`src/rtl/gray_cnt_pkg.sv`:
```
// ---------------------------------------------------------------------------
// gray_cnt_pkg
//   Shared types, default sizes and helper functions for the cascaded
//   Gray-coded up/down counter (gray_digit, gray_updown_counter_n).
//
//   Helpers operate on a MAX_DIGIT_W-wide container so a single function
//   serves every digit width; callers zero-extend their digit and pass the
//   real width where it matters.
// ---------------------------------------------------------------------------
package gray_cnt_pkg;

    localparam int DIGITS_DEF  = 2;
    localparam int DIGIT_W_DEF = 4;
    localparam int W           = DIGITS_DEF * DIGIT_W_DEF;
    localparam int MAX_DIGIT_W = 32;

    typedef enum logic {
        DIR_DOWN = 1'b0,
        DIR_UP   = 1'b1
    } dir_e;

    // Reflected binary code of one digit: each bit XORed with its upper
    // neighbour. Zero-extended inputs stay zero-extended on output.
    function automatic logic [MAX_DIGIT_W-1:0] bin2gray(
        input logic [MAX_DIGIT_W-1:0] value
    );
        return value ^ (value >> 1);
    endfunction

    // A digit is terminal when the next step in the current direction would
    // roll it over: all-ones counting up, all-zeros counting down. Only the
    // low 'width' bits are considered.
    function automatic logic is_terminal(
        input logic [MAX_DIGIT_W-1:0] value,
        input logic                   dir,
        input int unsigned            width
    );
        logic [MAX_DIGIT_W-1:0] mask;
        mask = {MAX_DIGIT_W{1'b1}} >> (MAX_DIGIT_W - int'(width));
        if (dir == DIR_UP)
            return (value & mask) == mask;
        else
            return (value & mask) == '0;
    endfunction

endpackage

```
`src/rtl/gray_cnt_digit.sv`:
```
// ---------------------------------------------------------------------------
// gray_digit
//   One DIGIT_W-bit binary counter digit with per-digit Gray output.
//
//   Ports
//     clk       in   clock, rising edge
//     rst_n     in   asynchronous active-low reset, clears the digit
//     step      in   advance one count in direction dir this cycle
//     dir       in   1 = up, 0 = down
//     load      in   synchronous load of load_val, overrides step
//     load_val  in   value to load
//     hold_sat  in   suppress step (whole counter saturated at terminal)
//     b         out  registered binary digit value
//     g         out  Gray code of b (combinational)
//     term      out  digit is terminal in the current direction
// ---------------------------------------------------------------------------
module gray_digit
    import gray_cnt_pkg::*;
#(
    parameter int DIGIT_W = 4
) (
    input  logic               clk,
    input  logic               rst_n,
    input  logic               step,
    input  logic               dir,
    input  logic               load,
    input  logic [DIGIT_W-1:0] load_val,
    input  logic               hold_sat,
    output logic [DIGIT_W-1:0] b,
    output logic [DIGIT_W-1:0] g,
    output logic               term
);

    logic [MAX_DIGIT_W-1:0] b_ext;

    // NOTE: every variable written in always_comb gets a default first, so
    // no path leaves it unassigned and no latch is inferred.
    always_comb begin
        b_ext              = '0;
        b_ext[DIGIT_W-1:0] = b;
    end

    assign g    = DIGIT_W'(bin2gray(b_ext));
    assign term = is_terminal(b_ext, dir, DIGIT_W);

    // NOTE: sequential state uses non-blocking assignments only, so every
    // flop samples pre-edge values regardless of block evaluation order.
    // The reset is asynchronous: the digit clears the moment rst_n falls.
    always_ff @(posedge clk or negedge rst_n) begin
        if (!rst_n) begin
            b <= '0;
        end else if (load) begin
            b <= load_val;
        end else if (step && !hold_sat) begin
            // Natural modulo-2^DIGIT_W wrap provides the digit rollover.
            b <= (dir == DIR_UP) ? b + 1'b1 : b - 1'b1;
        end
    end

endmodule

```
`src/rtl/gray_updown_counter_n.sv`:
```
// ---------------------------------------------------------------------------
// gray_updown_counter_n
//   DIGITS cascaded DIGIT_W-bit up/down counter digits with per-digit Gray
//   output, parallel load, wrap/saturate mode and registered overflow pulse.
//
//   Ports
//     clk       in   clock, all state updates on the rising edge
//     rst_n     in   asynchronous active-low reset
//     en        in   count enable, one step per enabled cycle
//     dir       in   1 = up, 0 = down (takes effect on the same edge)
//     load      in   synchronous parallel load, priority over en
//     load_val  in   binary value to load (digit 0 in the low bits)
//     bin       out  registered binary count
//     gray      out  per-digit Gray code of bin
//     cout      out  all digits terminal in the current direction
//     ovf       out  one-cycle pulse after an enabled step at terminal count
// ---------------------------------------------------------------------------
module gray_updown_counter_n
    import gray_cnt_pkg::*;
#(
    parameter int DIGITS  = 2,
    parameter int DIGIT_W = 4,
    parameter bit WRAP    = 1'b1
) (
    input  logic                       clk,
    input  logic                       rst_n,
    input  logic                       en,
    input  logic                       dir,
    input  logic                       load,
    input  logic [DIGITS*DIGIT_W-1:0]  load_val,
    output logic [DIGITS*DIGIT_W-1:0]  bin,
    output logic [DIGITS*DIGIT_W-1:0]  gray,
    output logic                       cout,
    output logic                       ovf
);

    logic [DIGIT_W-1:0] b_arr [DIGITS];
    logic [DIGIT_W-1:0] g_arr [DIGITS];
    logic [DIGITS-1:0]  term;
    logic [DIGITS-1:0]  step;
    logic               hold_sat;

    // Carry-enable chain: a digit steps only when every digit below it is
    // terminal. A running AND keeps the chain free of self-referencing bits.
    always_comb begin
        logic run;
        step = '0;
        run  = en;
        for (int d = 0; d < DIGITS; d++) begin
            step[d] = run;
            run     = run & term[d];
        end
    end

    assign cout = &term;

    // In saturate mode the whole word freezes at the terminal count; without
    // this the chain would roll every digit over exactly as in wrap mode.
    assign hold_sat = !WRAP && cout;

    for (genvar d = 0; d < DIGITS; d++) begin : g_digit
        gray_digit #(
            .DIGIT_W (DIGIT_W)
        ) u_digit (
            .clk      (clk),
            .rst_n    (rst_n),
            .step     (step[d]),
            .dir      (dir),
            .load     (load),
            .load_val (load_val[d*DIGIT_W +: DIGIT_W]),
            .hold_sat (hold_sat),
            .b        (b_arr[d]),
            .g        (g_arr[d]),
            .term     (term[d])
        );
    end

    always_comb begin
        bin  = '0;
        gray = '0;
        for (int d = 0; d < DIGITS; d++) begin
            bin[d*DIGIT_W +: DIGIT_W]  = b_arr[d];
            gray[d*DIGIT_W +: DIGIT_W] = g_arr[d];
        end
    end

    // Overflow is the enabled step taken while the full word is terminal;
    // a load in the same cycle cancels it.
    always_ff @(posedge clk or negedge rst_n) begin
        if (!rst_n)
            ovf <= 1'b0;
        else
            ovf <= en && !load && cout;
    end

endmodule

```
`config.mk`:
```
export PLATFORM = sky130hd
export DESIGN_NAME = gray_updown_counter_n
export DESIGN_NICKNAME = d
export VERILOG_FILES = /design/src/rtl/gray_cnt_pkg.sv /design/src/rtl/gray_cnt_digit.sv /design/src/rtl/gray_updown_counter_n.sv
export SDC_FILE = /design/constraint.sdc
export NUM_CORES = 1
export LEC_CHECK = 0
export BUFFER_PORTS_ARGS = -buffer_cell sky130_fd_sc_hd__buf_2
export CORE_MARGIN = 2
export CORE_UTILIZATION = 35
export DETAILED_ROUTE_END_ITERATION = 6
export GPL_TIMING_DRIVEN = 0
export SKIP_LAST_GASP = 1
export SLEW_MARGIN = 25
export SYNTH_ARGS = -nofsm -noshare
export SYNTH_HDL_FRONTEND = slang
export SYNTH_SLANG_ARGS = --single-unit
```
`constraint.sdc`:
```
create_clock -name clk -period 3.1 [get_ports clk]
set_input_delay 0.465 -clock clk [delete_from_list [all_inputs] [get_ports clk]]
set_output_delay 0.465 -clock clk [all_outputs]
set_load 0.05 [all_outputs]
```
# After elaboration in Yosys (flattened, before gate mapping)

Cells that the tools add are included.

Add/sub/neg operators: 4
Multipliers: 0
Divide/modulo/power cells: 0
Order comparisons: 0
Equality and inequality tests: 2
Shift-type cells: 0
Multiplexer cells: 8
Bitwise gates (word level): 3
Reductions and logical operators: 8

Operator list:

| operator                                                           | count |
|---|---|
| 32-bit logical NOT                                                 | 2 |
| 4-bit 2-to-1 mux                                                   | 6 |
| 4-bit by 1-bit adder with 4-bit output, second input constant      | 2 |
| 4-bit equality test, second input constant                         | 2 |
| 4-bit by 1-bit subtractor with 4-bit output, second input constant | 2 |
| 4-bit by 3-bit bitwise XOR with 4-bit output                       | 2 |
| 2-bit nonzero test                                                 | 2 |
| 1-bit logical AND                                                  | 2 |
| 1-bit 2-to-1 mux                                                   | 2 |
| 2-bit AND reduction                                                | 1 |
| 1-bit bitwise AND                                                  | 1 |
| 1-bit logical NOT                                                  | 1 |

Bits in registers: 9
Bits in latches: 0
Bits in writable memories: 0
ROM bits: 0
Input bits: 13
Output and inout port bits: 18
Word-level logic and storage cells: 28
Memories: 0

# Logic depth before layout (Yosys ltp)

Gate-level depths: netlist (run 1).

Word-level depth: 5
Mapped depth: 7
Mapped depth without buffers: 6

# Modules after synthesis

A second synthesis (run 1) with hierarchy kept.

Cells, all modules: 95
Area, all modules: 864.6 µm²

Modules (own cells, without submodules):

| module                | instances | cells each | area an instance (µm²) | seq. area each (µm²) |
|---|---|---|---|---|
| gray_digit            | 2         | 45         | 406.6                  | 100.1 |
| gray_updown_counter_n | 1         | 5          | 51.3                   | 25.0 |

# Worst setup path after synthesis (run 1)

Ideal clock, no wire load.

Kind: register -> output
From: reg g_digit[1].u_digit.b[1]
To: out cout
Arrival: 1,830 ps
Required time: 2,635 ps
Path slack: 805 ps
Cell stages (with the launch flop): 5
Path buffers: 0
Path through: dfrtp_1 > ha_1 > and3_2 > a31oi_1 > nor2_1

Cells in the longest elaborated chain, start to end: 3
Elaborated cells on any way between the ends: 4
Those cells by class: eq/ne (1); mux (1); reduce/logical (2)

RTL lines:

| element                                                          | line                                   | source |
|---|---|---|
| from (decl)                                                      | gray_cnt_digit.sv:29                   | `output logic [DIGIT_W-1:0] b,` |
| from (signal assigned)                                           | gray_cnt_digit.sv:53                   | `b <= load_val;` |
| from (signal assigned)                                           | gray_cnt_digit.sv:56                   | `b <= (dir == DIR_UP) ? b + 1'b1 : b - 1'b1;` |
| 32-bit logical NOT / 4-bit equality test (equally long branches) | gray_cnt_pkg.sv:43, gray_cnt_pkg.sv:41 |  |
| 1-bit 2-to-1 mux (*)                                             | gray_cnt_pkg.sv:40                     | `if (dir == DIR_UP)` |
| 2-bit AND reduction (*)                                          | gray_updown_counter_n.sv:55            | `assign cout = &term;` |
| to (decl)                                                        | gray_updown_counter_n.sv:33            | `output logic cout,` |

Mark *: on every way between the ends. The rest lies on a longest branch, timed or not.

# Worst setup path in the final report (run 1)

From: reg g_digit[1].u_digit.b[0]
To: out cout

The elaborated chain is that of the path after synthesis.

==> impl_results.md, run 1 <==
- Rows: 17
- Worst-path clk slew: 0.06 ns
- Share of layout cells above drive strength 1: 30.2%
- Initial antenna violation count: 0
- CTS Buf Count: 3
- Yosys warns: 0
- # H-tree levels: 1
- Register area: 225 µm²
- Post-detailed-route count of antenna-violating nets: 0
- Sequential share of power: 28.4%
- CTS tree: built
- Net Switching: 296 µW
- Core region area: 0.00223 mm²
- Final min period: 2.16 ns
- Vias: 782
- Period utilisation layout: 69.6%
- Number of fill cells in the layout: 234
- Pre-antenna DRT Iters: 4
- Vias in the first global route: 730
- Status: finished, final reports clean
- Nets: 154
- Wire length per cell: 12.4 µm
- Syn avg cell area: 8.99 µm²
- Pint: 270 µW
- Clock tree buffer depth: 2
- GR Util All Layers: 15.6%
- Arr. time, crit path: 1.69 ns
- Worst slew pin tran: 0.442 ns
- Hold buffers post-CTS: 0
- Layout Utilization: 46.7%
- Clock root cell: clkbuf_4
- Synth Instances: 93
- Final setup viols: 0
- Commonest cells after routing, fill and taps aside: buf_2, ha_1, nand2_1, inv_1, dfrtp_1
- Post-synthesis sequential area ratio: 26.9%
- Power density over the cells: 543 mW/mm²
- Iteration-0 DRC Markers: 6
- Leak: 0.544 nW
- Final Hold Fails: 0
- Required @ worst endpoint: 2.63 ns
- Ant. Diodes: 0
- Unique masters post-synth: 31
- Setup crit end kind: primary output
- Clock latency on the worst-skew pair: 0.26 ns
- Die area: 0.00279 mm²
- Cell Area, Synth: 836 µm²
- Layout Skew: 0.00192 ns
- GPL Wtd Cong: 0.770
- Post-CTS Setup Inserts: 0
- CTS resizes: 0
- Worst IR drop on VDD: 0.297 mV
- Io pins: 31
- P&R area growth vs syn: 24.7%
- Critical Path Source Type: flop
- Max cap viols: 0
- Sink Count: 9
- Clock share of power: 16.2%
- DP HPWL: 1490 µm
- Area of the multi-input gates: 538 µm²
- Worst relative slew slack: 70.5%
- Syn nets: 120
- Fmax: 464 MHz
- Port Buf Inserts: 29
- DRC: 0
- Initial Util: 37.4%
- RSZ-0062 raised after global routing: no
- Hold Crit Class: primary input to async pin
- Slew Limit Fails: 0
- Routed wire length: 1920 µm
- Vias per cell: 5.08
- Die X: 52.9 µm
- GRT overflow: 0
- Commonest non-fill, non-tap cell in the layout: buf_2
- Flops & latches, synth: 9
- Setup_tns: 0 ns
- Largest net degree at the start of global routing: 13
- Worst setup path class: flop to primary output
- Comb pwr share: 55.4%
- Crit Path Max Fanout: 6
- Die Y: 52.9 µm
- Net Sw Frac: 52.3%
- Global-route wire length before repair: 3180 µm
-- metal layers --
layer,vias up,wire length (µm),part of all wire (%),global-route usage [%]
met5,-,0,0,0
met2,24,922,48,25.0
li1,384,-,-,-
met4,0,43,2.2,9.83
met1,367,865,45,20.0
met3,7,86,4.5,1.41
-- cells by family after synthesis --
logic type	share of synthesized area, %
XOR/XNOR	6.29
AND/OR/NAND/NOR	19.9
buffers and inverters	8.68
adder cells (fa/ha/maj)	22.8
flip-flops	26.9
AO/OA/AOI/OAI	11.8
multiplexers	3.59
-- area by class of cell --
class,instances,share of cell area (%)
plain buffers,6,3.72
clock buffers,4,2.52
inverters,9,3.24
multi-input cells,69,51.6
flip-flops and latches,9,21.6
well taps,28,3.36
repair buffers,29,13.9
-- synth_stat cells --
library cell | number | share of area (%)
a211o_1 | 1 | 1.0
a21oi_1 | 3 | 1.8
a31oi_1 | 1 | 0.75
and3_2 | 2 | 1.8
and3b_1 | 1 | 1.0
buf_2 | 1 | 0.60
buf_4 | 2 | 1.8
buf_6 | 1 | 1.3
clkbuf_1 | 2 | 0.90
dfrtp_1 | 9 | 27
fa_1 | 2 | 4.8
ha_1 | 12 | 18
inv_1 | 9 | 4.0
mux2i_1 | 3 | 3.6
nand2_1 | 11 | 4.9
nand2b_1 | 1 | 0.75
nand3_1 | 3 | 1.8
nand4_1 | 1 | 0.75
nand4b_1 | 2 | 2.1
nand4bb_1 | 1 | 1.3
nor2_1 | 3 | 1.3
nor3_1 | 1 | 0.60
nor3b_1 | 1 | 0.90
nor4b_1 | 1 | 1.0
o2111a_1 | 1 | 1.3
o21a_1 | 2 | 1.8
o21ai_0 | 7 | 4.2
o31ai_1 | 1 | 0.90
or3_1 | 2 | 1.5
xnor2_1 | 3 | 3.1
xor2_1 | 3 | 3.1
-- flip-flops by register name, indices dropped and copies added, names as in the netlist --
register,count
g_digit.u_digit.b,8
ovf,1
-- worst max-delay path, cell delays in order (launching register included) --
cell	delay, ns
dfrtp_1	0.46
ha_1	0.23
and3_2	0.19
a31oi_1	0.26
nor2_1	0.08
buf_2	0.22
-- power groups by stage --
stage / registers [mW] / clock network [mW] / logic (mW)
floorplan: 0.208 / 0 / 0.204
global placement: 0.161 / 0 / 0.310
detailed placement: 0.163 / 0 / 0.316
CTS: 0.161 / 0.0944 / 0.317
global route: 0.164 / 0.0999 / 0.342
finish: 0.161 / 0.0918 / 0.314
-- metrics by stage --
step	instances	hold WS (ns)	worst slack, ns	instance area [µm²]	power, mW
after floorplan	93	0.169	0.805	836	0.412
after global placement	150	0.325	0.985	1020	0.471
after detailed placement	150	0.327	0.973	1020	0.479
after CTS	154	0.0416	0.925	1040	0.572
after global routing	154	0.0447	0.861	1040	0.606
final	154	0.0396	0.943	1040	0.566
-- path summary, 6_finish.rpt --
path	slack (ns)	to	depth (start not counted)	from
worst max-delay path	0.94	cout	5	g_digit[1].u_digit.b[0]
worst min-delay path	0.04	g_digit[1].u_digit.b[3]	1	rst_n
worst max register to register	1.45	g_digit[1].u_digit.b[3]	7	g_digit[0].u_digit.b[0]
worst min register to register	0.72	g_digit[1].u_digit.b[0]	2	g_digit[1].u_digit.b[0]
max in group asynchronous	2.89	g_digit[0].u_digit.b[3]	1	rst_n
min in group clk	0.40	g_digit[1].u_digit.b[2]	3	load_val[6]
No activity file was read; power rests on OpenSTA's default activity.
==> inputs of run 2 (changes only) <==
==> constraint.sdc (replaced) <==
create_clock -name clk -period 2.26 [get_ports clk]
set_input_delay 0.339 -clock clk [delete_from_list [all_inputs] [get_ports clk]]
set_output_delay 0.339 -clock clk [all_outputs]
set_load 0.05 [all_outputs]
==> impl_results.md, run 2 (synthesis results as in run 1) <==
- FF-to-FF Start: g_digit[0].u_digit.b[0]
- Power density over the cells: 741 mW/mm²
- Critical Path Source: g_digit[1].u_digit.b[0]
- Vias per cell: 5.01
- Clock root cell: clkbuf_4
- Final min period: 2.03 ns
- Routed wire length: 1950 µm
- Clock latency on the worst-skew pair: 0.26 ns
- Worst slew pin tran: 0.436 ns
- Max cap viols: 0
- Status: finished, final reports clean
- Final Hold Fails: 0
- Slew Limit Fails: 0
- DP HPWL: 1490 µm
- Crit Path Max Fanout: 6
- Layout Skew: 0.00128 ns
- Dpl cells: 150
- Hold Crit Start: load_val[6]
- Design Power: 780 µW
- Post-CTS Setup Inserts: 0
- Core region area: 0.00223 mm²
- CTS tree: built
- Vias in the first global route: 749
- Critical path's top delay family: flip-flops
- CTS resizes: 0
- Required @ worst endpoint: 1.92 ns
- Largest Register: g_digit.u_digit.b
- # H-tree levels: 1
- GPL Wtd Cong: 0.770
- Commonest non-fill, non-tap cell in the layout: buf_2
- Largest stage delay on the critical path: 0.46 ns
- Worst path bufs/invs: 1
- Worst-path clk slew: 0.06 ns
- GR Util All Layers: 15.8%
- Initial antenna violation count: 0
- Hold slack final: 0.278 ns
- Die Y: 52.9 µm
- Rows: 17
- Number of flip-flops in the largest register: 8
- Die X: 52.9 µm
- Hold buffers post-CTS: 1
- Commonest cells after routing, fill and taps aside: buf_2, ha_1, nand2_1, inv_1, dfrtp_1
- P&R area growth vs syn: 25.9%
- GR Layer Usage met1: 19.6%
- Worst setup path class: flop to primary output
- Critical path, cell by cell: ha_1 -> and3_2 -> a31oi_1 -> nor2_1 -> buf_2
- Period utilisation layout: 89.9%
- Setup_tns: 0 ns
- Ant. Diodes: 0
- DRC: 0
- Initial Util: 37.4%
- Port Buf Inserts: 29
- Worst IR drop on VDD: 0.408 mV
- Share of layout cells above drive strength 1: 29.9%
- Vias: 777
- Pre-antenna DRT Iters: 4
- GR Util met3: 1.41%
- Post-detailed-route count of antenna-violating nets: 0
- Iteration-0 DRC Markers: 8
- Sink Count: 9
- Global-route wire length before repair: 3220 µm
- Wire length per cell: 12.6 µm
- Io pins: 31
- Worst relative slew slack: 70.9%
- CTS Buf Count: 3
- Setup crit end kind: primary output
- Largest regs: g_digit.u_digit.b x8, ovf x1
- Nets: 155
- Largest net degree at the start of global routing: 13
- Fmax: 492 MHz
- GRT met2 Usage: 25.6%
- Die area: 0.00279 mm²
- Final setup viols: 0
- Grt peak-use layer: met2
- Hold Crit Class: primary input to flop
- Slowest stage cell, crit path: dfrtp_1
- Final std cells w/o fill: 155
- Arr. time, crit path: 1.69 ns
- Leak: 0.548 nW
- Critical Path Source Type: flop
- Clock tree buffer depth: 2
- RSZ-0062 raised after global routing: no
- GRT overflow: 0
[run 2: cell type report]
cell class              count  area, µm²
fillers                   233       1180
multi-input cells          69        538
flip-flops and latches      9        225
repair buffers             30        155
plain buffers               6       38.8
well taps                  28       35.0
inverters                   9       33.8
clock buffers               4       26.3
[run 2: worst paths after layout]
check	slack [ns]	cells after the start	to
setup / recovery	0.23	5	cout
hold / removal	0.28	3	g_digit[1].u_digit.b[2]
setup reg to reg	0.61	7	g_digit[1].u_digit.b[3]
hold reg to reg	0.72	2	g_digit[1].u_digit.b[0]
max in group asynchronous	1.61	2	ovf
min in group asynchronous	0.48	2	g_digit[0].u_digit.b[0]
[run 2: where the power goes]
part	internal (mW)	switching (mW)	leakage (nW)
logic	0.123	0.309	0.423
clock network	0.0682	0.0594	0.0150
registers	0.181	0.0395	0.110
[run 2: per-layer routing]
metal  share of wire, %  up-vias
met5                  0        -
met4                2.2        0
met3                4.8        7
met2                 49       25
met1                 44      360
li1                   -      385
[run 2: stage by stage]
step / setup slack, ns / area (µm²) / util [%]
2_1_floorplan: 0.0911 / 836 / -
3_3_place_gp: 0.271 / 1020 / 45.5
3_5_place_dp: 0.259 / 1020 / 45.5
4_1_cts: 0.211 / 1050 / 47.1
5_1_grt: 0.147 / 1050 / 47.1
6_report: 0.228 / 1050 / 47.1
[run 2: tightest hold or removal path, stage by stage]
cell and delay, ns:
buf_2 0.07, nand2_1 0.03, o21ai_0 0.05
==> inputs of run 3 (changes only) <==
--- a/config.mk
+++ b/config.mk
@@ -10,6 +10,7 @@
 export CORE_UTILIZATION = 35
 export DETAILED_ROUTE_END_ITERATION = 6
 export GPL_TIMING_DRIVEN = 0
+export MAX_ROUTING_LAYER = met4
 export SKIP_LAST_GASP = 1
 export SLEW_MARGIN = 25
 export SYNTH_ARGS = -nofsm -noshare
==> impl_results.md, run 3 (synthesis results as in run 1) <==
- Critical Path Source: g_digit[1].u_digit.b[0]
- Post-detailed-route count of antenna-violating nets: 0
- Arr. time, crit path: 1.70 ns
- Sink Count: 9
- Port Buf Inserts: 29
- Fmax: 491 MHz
- Routed wire length: 1960 µm
- GPL Wtd Cong: 0.780
- Max cap viols: 0
- GR Util All Layers: 16.2%
- R2R depth: 7
- Clock root cell: clkbuf_4
- Worst slew pin tran: 0.436 ns
- Largest Register: g_digit.u_digit.b
- Iteration-0 DRC Markers: 8
- Vias per cell: 5.00
- Crit Path Max Fanout: 6
- Flop-to-flop setup slack: 0.61 ns
- Final min period: 2.04 ns
- Critical Path Sink: cout
- Nets: 155
- Period utilisation layout: 90.1%
- CTS Buf Count: 3
- Hold slack final: 0.278 ns
- Vias: 775
- FF-to-FF Start: g_digit[0].u_digit.b[0]
- RR Endpoint: g_digit[1].u_digit.b[3]
- Worst setup path class: flop to primary output
- Layout Utilization: 47.1%
- Clock share of power: 16.4%
- Largest net degree at the start of global routing: 13
- Final Hold Fails: 0
- Worst IR drop on VDD: 0.408 mV
- # H-tree levels: 1
- Number of fill cells in the layout: 233
- Clock latency on the worst-skew pair: 0.26 ns
- Ant. Diodes: 0
- Net Sw Frac: 52.3%
- Net Switching: 408 µW
- Die Y: 52.9 µm
- Hold buffers post-CTS: 1
- Comb pwr share: 55.4%
- Initial antenna violation count: 0
- Number of flip-flops in the largest register: 8
- RSZ-0062 raised after global routing: no
- Global-route wire length before repair: 3230 µm
- Leak: 0.548 nW
- P&R area growth vs syn: 25.9%
- Sequential share of power: 28.3%
- DP HPWL: 1490 µm
- Commonest non-fill, non-tap cell in the layout: buf_2
- Post-CTS Setup Inserts: 0
- Die area: 0.00279 mm²
- Power density over the cells: 741 mW/mm²
- CTS tree: built
- Design Power: 780 µW
- Worst-path clk slew: 0.06 ns
- Wire length per cell: 12.7 µm
- Status: finished, final reports clean
- Critical Path Source Type: flop
- Pre-antenna DRT Iters: 4
- Setup crit end kind: primary output
- Slew Limit Fails: 0
- GRT overflow: 0
- Setup_tns: 0 ns
- Pint: 372 µW
- Die X: 52.9 µm
- CTS resizes: 0
- Hold Crit Class: primary input to flop
- Required @ worst endpoint: 1.92 ns
- Rows: 17
- Final setup viols: 0
- Core region area: 0.00223 mm²
- Worst relative slew slack: 70.9%
- Clock tree buffer depth: 2
- DRC: 0
- Initial Util: 37.4%
- Vias in the first global route: 750
- Io pins: 31
- Commonest cells after routing, fill and taps aside: buf_2, ha_1, nand2_1, inv_1, dfrtp_1
- Layout Skew: 0.00121 ns
- Share of layout cells above drive strength 1: 29.9%
- Largest regs: g_digit.u_digit.b x8, ovf x1
==> run 3: layer usage <==
layer  vias up  share of wire (%)  wire length (µm)  global-route usage, %
li1        384                  -                 -                      -
met1       359                 44               869                   20.0
met2        25                 49               960                   25.6
met3         7                4.5                89                   1.13
met4         0                2.2                43                   10.7
met5         -                  0                 0                      -
==> run 3: worst min path at each step <==
| stage | depth (start not counted) | startpoint | end |
|---|---|---|---|
| after floorplan | 0 | rst_n | g_digit[0].u_digit.b[0] |
| after global placement | 1 | rst_n | g_digit[0].u_digit.b[1] |
| after detailed placement | 1 | rst_n | g_digit[0].u_digit.b[0] |
| after CTS | 3 | load_val[6] | g_digit[1].u_digit.b[2] |
| after global routing | 3 | load_val[1] | g_digit[0].u_digit.b[1] |
| final | 3 | load_val[6] | g_digit[1].u_digit.b[2] |
==> run 3: power groups by stage <==
| stage | sequential (mW) | combinational, mW | clock [mW] |
|---|---|---|---|
| 2_1_floorplan | 0.286 | 0.280 | 0 |
| 6_report | 0.221 | 0.432 | 0.128 |
| 5_1_grt | 0.225 | 0.470 | 0.137 |
| 4_1_cts | 0.221 | 0.436 | 0.130 |
| 3_5_place_dp | 0.224 | 0.433 | 0 |
| 3_3_place_gp | 0.221 | 0.426 | 0 |
==> run 3: critical path, stage by stage, from the launching register on <==
cell	delay (ns)
dfrtp_1	0.46
ha_1	0.23
and3_2	0.19
a31oi_1	0.26
nor2_1	0.08
buf_2	0.22
==> run 3: metrics by stage <==
step	area [µm²]	setup slack [ns]	instances
finish	1050	0.223	155
detailed placement	1020	0.259	150
global placement	1020	0.271	150
global route	1050	0.141	155
floorplan	836	0.0911	93
CTS	1050	0.211	155
==> run 3: final cells by class <==
type / instances / area [µm²] / area share (%)
multi-input cells: 69 / 538 / 51.1
plain buffers: 6 / 38.8 / 3.69
well taps: 28 / 35.0 / 3.33
flip-flops and latches: 9 / 225 / 21.4
clock buffers: 4 / 26.3 / 2.50
repair buffers: 30 / 155 / 14.7
inverters: 9 / 33.8 / 3.21
